--- config.mk ---
export PLATFORM = sky130hd
export DESIGN_NAME = taxi_trip_ctrl
export DESIGN_NICKNAME = d
export VERILOG_FILES = /design/src/rtl/taxi_pkg.sv /design/src/rtl/taxi_trip_ctrl_btn_edge.sv /design/src/rtl/taxi_trip_ctrl.sv
export SDC_FILE = /design/constraint.sdc
export NUM_CORES = 1
export LEC_CHECK = 0
export CAP_MARGIN = 20
export CORE_UTILIZATION = 40
export CTS_CLUSTER_SIZE = 40
export DETAILED_ROUTE_END_ITERATION = 7
export PLACE_DENSITY = 0.65
export SETUP_SLACK_MARGIN = 0.2
export SLEW_MARGIN = 5
export SYNTH_ARGS = -nofsm -noshare
export SYNTH_HDL_FRONTEND = slang
export SYNTH_SLANG_ARGS = --single-unit
--- constraint.sdc ---
create_clock -name i_clk -period 3.4 [get_ports i_clk]
set_input_delay 0.34 -clock i_clk [delete_from_list [all_inputs] [get_ports i_clk]]
set_output_delay 0.34 -clock i_clk [all_outputs]
set_load 0.03 [all_outputs]
--- src/rtl/taxi_pkg.sv ---
// Shared definitions for the taxi meter trip sequencer: state codes,
// tariff width and the unit-price sanitising helper.
package taxi_pkg;

  localparam int TARIFF_W = 3;

  typedef enum logic [2:0] {
    ST_IDLE   = 3'd0,
    ST_CONFIG = 3'd1,
    ST_RUN    = 3'd2,
    ST_PAUSE  = 3'd3,
    ST_BILL   = 3'd4
  } state_t;

  localparam logic [TARIFF_W-1:0] PERCOST_MIN = 3'd1;

  // A zero unit price would make the meter free; force it to the minimum.
  function automatic logic [TARIFF_W-1:0] fix_percost(input logic [TARIFF_W-1:0] p);
    if (p == 3'd0) begin
      fix_percost = PERCOST_MIN;
    end else begin
      fix_percost = p;
    end
  endfunction

endpackage

--- src/rtl/taxi_trip_ctrl_btn_edge.sv ---
// Push-button rising-edge detector: one registered history bit per button,
// so a held button produces exactly one event.
module btn_edge (
  input  logic i_clk,
  input  logic i_rst,
  input  logic i_btn,
  output logic o_rise
);

  logic r_btn_q;

  // Remember last cycle's button level.
  always_ff @(posedge i_clk) begin
    if (i_rst) begin
      r_btn_q <= 1'b0;
    end else begin
      r_btn_q <= i_btn;
    end
  end

  assign o_rise = i_btn & ~r_btn_q;

endmodule

--- src/rtl/taxi_trip_ctrl.sv ---
// Taxi meter trip sequencer: trip FSM, latched tariff, run/wait second
// timers and the strobes that drive the meter datapath.
module taxi_trip_ctrl
  import taxi_pkg::*;
#(
  parameter int                  WAIT_UNIT   = 5,
  parameter int                  BILL_HOLD_S = 10,
  parameter int                  TW          = 16,
  parameter logic [TARIFF_W-1:0] DEF_INIT    = 3'd5,
  parameter logic [TARIFF_W-1:0] DEF_PER     = 3'd2,
  parameter logic [TARIFF_W-1:0] DEF_MAIL    = 3'd3
) (
  input  logic                i_clk,
  input  logic                i_rst,
  input  logic                i_tick_1hz,
  input  logic                i_start,
  input  logic                i_pause,
  input  logic                i_finish,
  input  logic                i_cfg,
  input  logic [TARIFF_W-1:0] i_initcost_in,
  input  logic [TARIFF_W-1:0] i_percost_in,
  input  logic [TARIFF_W-1:0] i_addmail_in,
  output logic [2:0]          o_state,
  output logic                o_meter_run,
  output logic                o_meter_clr,
  output logic                o_cfg_load,
  output logic [TARIFF_W-1:0] o_initcost,
  output logic [TARIFF_W-1:0] o_percost,
  output logic [TARIFF_W-1:0] o_addmail,
  output logic                o_wait_chg,
  output logic [TW-1:0]       o_trip_sec,
  output logic [TW-1:0]       o_wait_sec
);

  localparam int SW = $clog2(WAIT_UNIT + 1);
  localparam int HW = $clog2(BILL_HOLD_S + 1);

  localparam logic [TW-1:0] SEC_MAX   = '1;
  localparam logic [TW-1:0] SEC_ONE   = TW'(1);
  localparam logic [SW-1:0] SUB_LAST  = SW'(WAIT_UNIT - 1);
  localparam logic [SW-1:0] SUB_ONE   = SW'(1);
  localparam logic [HW-1:0] HOLD_LAST = HW'(BILL_HOLD_S - 1);
  localparam logic [HW-1:0] HOLD_ONE  = HW'(1);

  logic w_rise_start, w_rise_pause, w_rise_finish, w_rise_cfg;
  logic w_ev_start, w_ev_pause, w_ev_finish, w_ev_cfg;

  state_t              r_state;
  logic                r_meter_run, r_meter_clr, r_cfg_load, r_wait_chg;
  logic [TARIFF_W-1:0] r_initcost, r_percost, r_addmail;
  logic [TW-1:0]       r_trip_sec, r_wait_sec;
  logic [SW-1:0]       r_sub;
  logic [HW-1:0]       r_hold;

  btn_edge u_edge_start  (.i_clk(i_clk), .i_rst(i_rst), .i_btn(i_start),  .o_rise(w_rise_start));
  btn_edge u_edge_pause  (.i_clk(i_clk), .i_rst(i_rst), .i_btn(i_pause),  .o_rise(w_rise_pause));
  btn_edge u_edge_finish (.i_clk(i_clk), .i_rst(i_rst), .i_btn(i_finish), .o_rise(w_rise_finish));
  btn_edge u_edge_cfg    (.i_clk(i_clk), .i_rst(i_rst), .i_btn(i_cfg),    .o_rise(w_rise_cfg));

  // Only the highest-priority event of a cycle survives: finish > pause > start > cfg.
  always_comb begin
    w_ev_finish = w_rise_finish;
    w_ev_pause  = w_rise_pause & ~w_rise_finish;
    w_ev_start  = w_rise_start & ~w_rise_pause & ~w_rise_finish;
    w_ev_cfg    = w_rise_cfg & ~w_rise_start & ~w_rise_pause & ~w_rise_finish;
  end

  function automatic logic [TW-1:0] sat_inc(input logic [TW-1:0] v);
    if (v == SEC_MAX) begin
      sat_inc = v;
    end else begin
      sat_inc = v + SEC_ONE;
    end
  endfunction

  // Trip FSM together with tariff latch, second timers and datapath strobes.
  always_ff @(posedge i_clk) begin
    if (i_rst) begin
      r_state     <= ST_IDLE;
      r_meter_run <= 1'b0;
      r_meter_clr <= 1'b0;
      r_cfg_load  <= 1'b0;
      r_wait_chg  <= 1'b0;
      r_initcost  <= DEF_INIT;
      r_percost   <= DEF_PER;
      r_addmail   <= DEF_MAIL;
      r_trip_sec  <= '0;
      r_wait_sec  <= '0;
      r_sub       <= '0;
      r_hold      <= '0;
    end else begin
      r_meter_clr <= 1'b0;
      r_cfg_load  <= 1'b0;
      r_wait_chg  <= 1'b0;
      case (r_state)
        ST_IDLE: begin
          r_meter_run <= 1'b0;
          if (w_ev_start) begin
            r_state     <= ST_RUN;
            r_meter_run <= 1'b1;
            r_meter_clr <= 1'b1;
            r_trip_sec  <= '0;
            r_wait_sec  <= '0;
            r_sub       <= '0;
          end else if (w_ev_cfg) begin
            r_state <= ST_CONFIG;
          end else begin
            r_state <= ST_IDLE;
          end
        end
        ST_CONFIG: begin
          r_meter_run <= 1'b0;
          if (w_ev_finish) begin
            r_state <= ST_IDLE;
          end else if (w_ev_start || w_ev_cfg) begin
            r_state    <= ST_IDLE;
            r_initcost <= i_initcost_in;
            r_percost  <= fix_percost(i_percost_in);
            r_addmail  <= i_addmail_in;
            r_cfg_load <= 1'b1;
          end else begin
            r_state <= ST_CONFIG;
          end
        end
        ST_RUN: begin
          // A tick coinciding with a transition still belongs to RUN.
          if (i_tick_1hz) begin
            r_trip_sec <= sat_inc(r_trip_sec);
          end
          if (w_ev_finish) begin
            r_state     <= ST_BILL;
            r_meter_run <= 1'b0;
            r_hold      <= '0;
          end else if (w_ev_pause) begin
            r_state     <= ST_PAUSE;
            r_meter_run <= 1'b0;
          end else begin
            r_state     <= ST_RUN;
            r_meter_run <= 1'b1;
          end
        end
        ST_PAUSE: begin
          if (i_tick_1hz) begin
            r_trip_sec <= sat_inc(r_trip_sec);
            r_wait_sec <= sat_inc(r_wait_sec);
            if (r_sub == SUB_LAST) begin
              r_sub      <= '0;
              r_wait_chg <= 1'b1;
            end else begin
              r_sub <= r_sub + SUB_ONE;
            end
          end
          if (w_ev_finish) begin
            r_state     <= ST_BILL;
            r_meter_run <= 1'b0;
            r_hold      <= '0;
          end else if (w_ev_pause || w_ev_start) begin
            r_state     <= ST_RUN;
            r_meter_run <= 1'b1;
          end else begin
            r_state     <= ST_PAUSE;
            r_meter_run <= 1'b0;
          end
        end
        ST_BILL: begin
          r_meter_run <= 1'b0;
          if (w_ev_finish) begin
            r_state <= ST_IDLE;
          end else if (w_ev_start) begin
            r_state     <= ST_RUN;
            r_meter_run <= 1'b1;
            r_meter_clr <= 1'b1;
            r_trip_sec  <= '0;
            r_wait_sec  <= '0;
            r_sub       <= '0;
          end else if (i_tick_1hz) begin
            if (r_hold == HOLD_LAST) begin
              r_state <= ST_IDLE;
              r_hold  <= '0;
            end else begin
              r_state <= ST_BILL;
              r_hold  <= r_hold + HOLD_ONE;
            end
          end else begin
            r_state <= ST_BILL;
          end
        end
        default: begin
          r_state     <= ST_IDLE;
          r_meter_run <= 1'b0;
        end
      endcase
    end
  end

  assign o_state     = r_state;
  assign o_meter_run = r_meter_run;
  assign o_meter_clr = r_meter_clr;
  assign o_cfg_load  = r_cfg_load;
  assign o_initcost  = r_initcost;
  assign o_percost   = r_percost;
  assign o_addmail   = r_addmail;
  assign o_wait_chg  = r_wait_chg;
  assign o_trip_sec  = r_trip_sec;
  assign o_wait_sec  = r_wait_sec;

endmodule

# Yosys cells after proc, flatten, opt, wreduce, memory -nomap -nowiden
# Index checks and enable logic that the tools add are counted.
dict set report classes {
  n_mux 45
  reduce_logical 15
  add_sub_neg 4
  bitwise_logic 20
  eq_ne 16
}
# operator n
set ops {}
lappend ops {{2-to-1 mux 16 bit} 8}
lappend ops {{one-hot mux 16 bit (3 select lines)} 2}
lappend ops {{2-to-1 mux 3 bit} 11}
lappend ops {{adder 16 x 1 -> 16 bit, second input constant} 2}
lappend ops {{== test 16 bit, second input constant} 2}
lappend ops {{2-to-1 mux 4 bit} 5}
lappend ops {{one-hot mux 3 bit (5 select lines)} 1}
lappend ops {{2-to-1 mux 1 bit} 13}
lappend ops {{inequality test 2 bit, second input constant} 6}
lappend ops {{AND 1 bit} 10}
lappend ops {{inverter 1 bit} 10}
lappend ops {{one-hot mux 3 bit (3 select lines)} 1}
lappend ops {{one-hot mux 4 bit (2 select lines)} 1}
lappend ops {{AND reduction 4 bit} 2}
lappend ops {{== test 3 x 2 -> 1 bit, second input constant} 2}
lappend ops {{== test 3 bit, second input constant} 2}
lappend ops {{logical NOT 3 bit} 2}
lappend ops {{AND reduction 3 bit} 2}
lappend ops {{nonzero test 3 bit} 2}
lappend ops {{OR reduction 3 bit} 2}
lappend ops {{AND reduction 5 bit} 1}
lappend ops {{adder 4 x 1 -> 4 bit, second input constant} 1}
lappend ops {{== test 4 bit, second input constant} 1}
lappend ops {{inequality test 2 x 1 -> 1 bit, second input constant} 2}
lappend ops {{8 further kinds} 9}
dict set report totals {
  word_cells 116
  register_bits 59
  in_bits 16
  output_inout_bits 48
}

# Longest topological paths before layout
dict set report logic_depth {
  word_depth 10
  mapped_depth 8
  ltp_nobuf 7
}

# Modules after synthesis
# A second synthesis with hierarchy kept.
dict set report hier_totals {
  hier_cells 345
  area_unflattened_um2 3040.4
}
# mod area_per_inst_um2 seq_area_each_um2 cells_each instances
set modules_own_cells {}
lappend modules_own_cells {taxi_trip_ctrl 2850.2 1101.1 333 1}
lappend modules_own_cells {btn_edge 47.5 20.0 3 4}

# Least setup slack after synthesis
# No wires, ideal clock.
dict set report synth_timing {
  path_kind {flip-flop to flip-flop}
  from {reg r_state[0] (netlist: o_state[0])}
  to {reg r_trip_sec[4] (netlist: o_trip_sec[4])}
  t_required_ns 3.272
  arrival_time_ns 2.034
  synth_period_minus_slack_ns 2.161
  n_path_buf 3
  path_stages_with_launch 8
  slack_ns 1.239
  setup_time_ns 0.128
  cell_sequence {dfxtp_1 > buf_6 > or4b_4 > or3_4 > buf_2 > buf_1 > a31oi_1 > nor2_1}
}
dict set report synth_via {
  elab_chain_cells 4
  word_cells_on_any_way 11
  classes_between {eq/ne (6); mux (1); reduce/logical (4)}
}
# item line
set synth_lines {}
lappend synth_lines {{from (decl)} taxi_trip_ctrl.sv:48} ;# state_t r_state;
lappend synth_lines {{from (signal assigned)} taxi_trip_ctrl.sv:79} ;# r_state <= ST_IDLE;
lappend synth_lines {{from (signal assigned)} taxi_trip_ctrl.sv:99} ;# r_state <= ST_RUN;
lappend synth_lines {{from (signal assigned)} taxi_trip_ctrl.sv:106} ;# r_state <= ST_CONFIG;
lappend synth_lines {{== test 3 x 2 -> 1 bit} taxi_trip_ctrl.sv:95} ;# case (r_state)
lappend synth_lines {{OR reduction 2 bit (no line)} -}
lappend synth_lines {{inequality test 2 bit (no line) (tied with other cells)} -}
lappend synth_lines {{AND reduction 4 bit (no line)} -}
lappend synth_lines {{to (signal assigned)} taxi_trip_ctrl.sv:128} ;# r_trip_sec <= sat_inc(r_trip_sec);
lappend synth_lines {{to (signal assigned)} taxi_trip_ctrl.sv:144} ;# r_trip_sec <= sat_inc(r_trip_sec);
lappend synth_lines {{to (decl)} taxi_trip_ctrl.sv:51} ;# logic [TW-1:0] r_trip_sec, r_wait_sec;
# Several ways; a longest one is shown, not always the timed one.
# A chain may end at the register's enable or synchronous reset.

# Worst setup path after layout
dict set report layout_timing {
  from {reg r_state[0] (netlist: o_state[0])}
  to {reg r_wait_sec[6] (netlist: o_wait_sec[6])}
}
dict set report layout_via {
  elab_chain_cells 3
  word_cells_on_any_way 9
  classes_between {eq/ne (5); mux (1); reduce/logical (3)}
}
# item line
set layout_lines {}
lappend layout_lines {{== test 3 x 2 -> 1 bit (tied with other cells)} taxi_trip_ctrl.sv:95}
lappend layout_lines {{inequality test 2 bit (no line) / nonzero test 3 bit (equally long branches)} -}
lappend layout_lines {{AND reduction 4 bit (no line)} -}
lappend layout_lines {{to (signal assigned)} taxi_trip_ctrl.sv:145} ;# r_wait_sec <= sat_inc(r_wait_sec);
lappend layout_lines {{to (decl)} taxi_trip_ctrl.sv:51}
# Several ways; a longest one is shown, not always the timed one.

==> load_flow_metrics.sql <==
INSERT INTO impl_metrics (metric_group, metric, value, unit) VALUES
('job', 'max-cap-violations', '0', ''),
('logic_synthesis', 'synth_sequential_area_ratio', '40.4', '%'),
('final_layout', 'instances_no_fill', '505', ''),
('die', 'initial_utilization', '42.1', '%'),
('power_and_ir_drop', 'p_int', '1.10', 'mW'),
('power_and_ir_drop', 'powerDensity', '386', 'mW/mm²'),
('power_and_ir_drop', 'fin_total_pwr', '1.47', 'mW'),
('die', 'row_count', '30', ''),
('logic_synthesis', 'syn_area', '0.00292', 'mm²'),
('global_route', 'grt_usage', '20.5', '%'),
('final_layout', 'regArea', '0.00118', 'mm²'),
('global_route', 'grt_start_max_net_pins', '40', ''),
('power_and_ir_drop', 'p_switching', '0.369', 'mW'),
('drt', 'wirelength', '7310', 'µm'),
('setup_path', 'setup.worst_path.class', 'register to register', ''),
('drt', 'detail_route.drc_violations', '0', ''),
('power_and_ir_drop', 'switching_part_of_the_total_power', '25.1', '%'),
('final_layout', 'antennaDiodeCount', '0', ''),
('hold_path', 'hold_path_class', 'register to register', ''),
('place', 'half_perimeter_wire_length_after_placement', '5040', 'µm'),
('global_route', 'grt_pass1_vias', '2679', ''),
('cts', 'cts_tree', 'done', ''),
('power_and_ir_drop', 'power_frac_seq', '48.0', '%'),
('setup_path', 'cp-start-kind', 'register', ''),
('timing', 'report.final.setup_viol', '0', ''),
('setup_path', 'crit_arrival', '2.63', 'ns'),
('timing', 'final_count_of_hold_timing_violations', '0', ''),
('drt', 'route.detailed.wl_per_inst', '14.5', 'µm'),
('drt', 'vias_per_cell', '5.61', ''),
('cts', 'cts_setup_buffers', '0', ''),
('cts', 'root_buffer', 'clkbuf_8', ''),
('logic_synthesis', 'yosys_register_bits', '59', ''),
('place', 'routabilityCongestion', '0.767', ''),
('logic_synthesis', 'synth-warning-count', '0', ''),
('global_route', 'globalRouteMet3Util', '6.64', '%'),
('global_route', 'grt_util_met1', '25.4', '%'),
('die', 'boundaryPins', '64', ''),
('timing', 'slew-limit-headroom', '56.3', '%'),
('logic_synthesis', 'synth_top_area_cell', 'dfxtp_1', ''),
('global_route', 'antenna_violations_before_repair', '0', ''),
('timing', 'rsz_0062_raised_after_global_routing', 'no', ''),
('global_route', 'globalRoute.busiestLayer', 'met2', ''),
('die', 'chipHeight', '87.5', 'µm'),
('timing', 'max_clock_freq', '424', 'MHz'),
('timing', 'period_utilization_post_route', '69.4', '%'),
('cts', 'max-clock-path-buffers', '2', ''),
('logic_synthesis', 'dominantRegCellSynth', 'dfxtp_1', ''),
('die', 'die-area', '0.00765', 'mm²'),
('run_status', 'run_status', 'completed', ''),
('cts', 'cts_repair_resize_count', '0', ''),
('setup_path', 'largest_fanout_on_the_critical_path', '19', ''),
('logic_synthesis', 'ys_types', '60', ''),
('drt', 'ant_nets', '0', ''),
('power_and_ir_drop', 'total_leakage_power', '1.23', 'nW'),
('timing', 'whs', '0.476', 'ns'),
('logic_synthesis', 'synthCells', '346', ''),
('logic_synthesis', 'post_synth.cell_area_avg', '8.45', 'µm²'),
('die', 'core_area', '0.00694', 'mm²'),
('cts', 'cts.clk_slew.worst_paths', '0.07', 'ns'),
('global_route', 'global_route_wire_length_before_repair', '12300', 'µm'),
('setup_path', 'endpoint_kind', 'register', ''),
('timing', 'setup_tns', '0', 'ns'),
('power_and_ir_drop', 'power_frac_clock', '44.0', '%'),
('final_layout', 'filler_cells_inserted', '669', ''),
('final_layout', 'area_growth', '30.4', '%'),
('drt', 'num_vias', '2833', ''),
('cts', 'numCtsBuffers', '9', ''),
('timing', 'final.setup_skew', '0.00743', 'ns'),
('logic_synthesis', 'postSynthNetCount', '368', ''),
('final_layout', 'final_net_count', '426', ''),
('global_route', 'grt_util_met2', '33.5', '%');
-- area by class of cell --
class / instances / area share, %
clock inverters: 6 / 1.71
well taps: 96 / 3.15
flip-flops and latches: 59 / 31.0
multi-input cells: 262 / 42.9
clock buffers: 10 / 3.61
inverters: 7 / 0.689
repair buffers: 65 / 16.9
-- through the flow --
stage                     utilization [%]  instance area, µm²
after CTS                            54.9                3810
after global routing                 54.9                3810
final                                54.9                3810
after detailed placement             52.0                3610
after global placement               52.0                3610
after floorplan                         -                2920
-- cell usage in the layout (no fill, tap or decap), types with 3 or more instances in the layout --
cell type	instances
and3_1	6
o211ai_1	6
nand3_1	26
nor3_1	9
a21oi_1	31
o2111ai_1	3
nand2_1	28
o21ai_0	16
clkinvlp_4	4
nor2b_1	9
mux2i_1	10
nor2_1	26
ha_1	6
inv_1	7
o31ai_1	3
and4_1	7
nand4_1	7
or3_1	9
dfxtp_1	59
or4_1	3
clkbuf_8	10
nand2b_1	5
clkdlybuf4s50_1	63
a31oi_1	9
-- flip-flops by register name, indices dropped and copies added, names as in the netlist --
signal,count
u_edge_cfg.r_btn_q,1
u_edge_pause.r_btn_q,1
o_meter_run,1
r_hold,4
r_sub,3
o_addmail,3
o_trip_sec,16
o_wait_chg,1
o_state,3
o_meter_clr,1
o_wait_sec,16
u_edge_finish.r_btn_q,1
o_initcost,3
o_cfg_load,1
o_percost,3
u_edge_start.r_btn_q,1
-- kinds of logic after synthesis --
family | Yosys count | share of synthesized area (%)
flip-flops | 59 | 40.4
XOR/XNOR | 3 | 0.899
AND/OR/NAND/NOR | 154 | 29.2
multiplexers | 10 | 3.42
adder cells (fa/ha/maj) | 6 | 2.57
buffers and inverters | 25 | 3.64
AO/OA/AOI/OAI | 89 | 19.8
-- power groups by stage --
stage          sequential, mW  combinational [mW]  clock [mW]
2_1_floorplan           0.730              0.0640           0
3_3_place_gp            0.722               0.116           0
3_5_place_dp            0.722               0.117           0
4_1_cts                 0.706               0.118       0.664
5_1_grt                 0.708               0.127       0.697
6_report                0.706               0.118       0.646
-- Yosys cell counts, drive strengths merged, types with 3 or more instances --
master	instances
mux2i	10
nor3	10
or4	3
nand3	26
buf	6
clkbuf	12
a31oi	9
and4	7
inv	7
o2111ai	3
dfxtp	59
nand2b	5
o31ai	3
o21ai	16
and3	6
nand4	7
nor2	27
or3	10
o211ai	6
nand2	28
nor2b	9
a21oi	31
ha	6
-- path summary, 6_finish.rpt --
check,start,slack [ns],depth (start not counted),endpoint
max,o_state[0]$_SDFF_PP0_,1.04,5,o_wait_sec[6]$_SDFFE_PP0P_
min,o_initcost[2]$_SDFFE_PP1P_,0.48,2,o_initcost[2]$_SDFFE_PP1P_
max reg2reg,o_state[0]$_SDFF_PP0_,1.04,5,o_wait_sec[6]$_SDFFE_PP0P_
min reg2reg,o_initcost[2]$_SDFFE_PP1P_,0.48,2,o_initcost[2]$_SDFFE_PP1P_
-- metal layers --
metal,wire [µm],vias to the layer above
met5,0,-
met4,97,0
met3,421,9
met2,3460,89
met1,3330,1328
li1,-,1407
-- critical path: stages (launching register included) --
cell and delay [ns]:
dfxtp_1 0.42, or4b_4 0.59, nor3_4 0.31, o22ai_2 0.30, or4_1 0.53, a21oi_1 0.14
No activity file was read; power rests on OpenSTA's default activity.
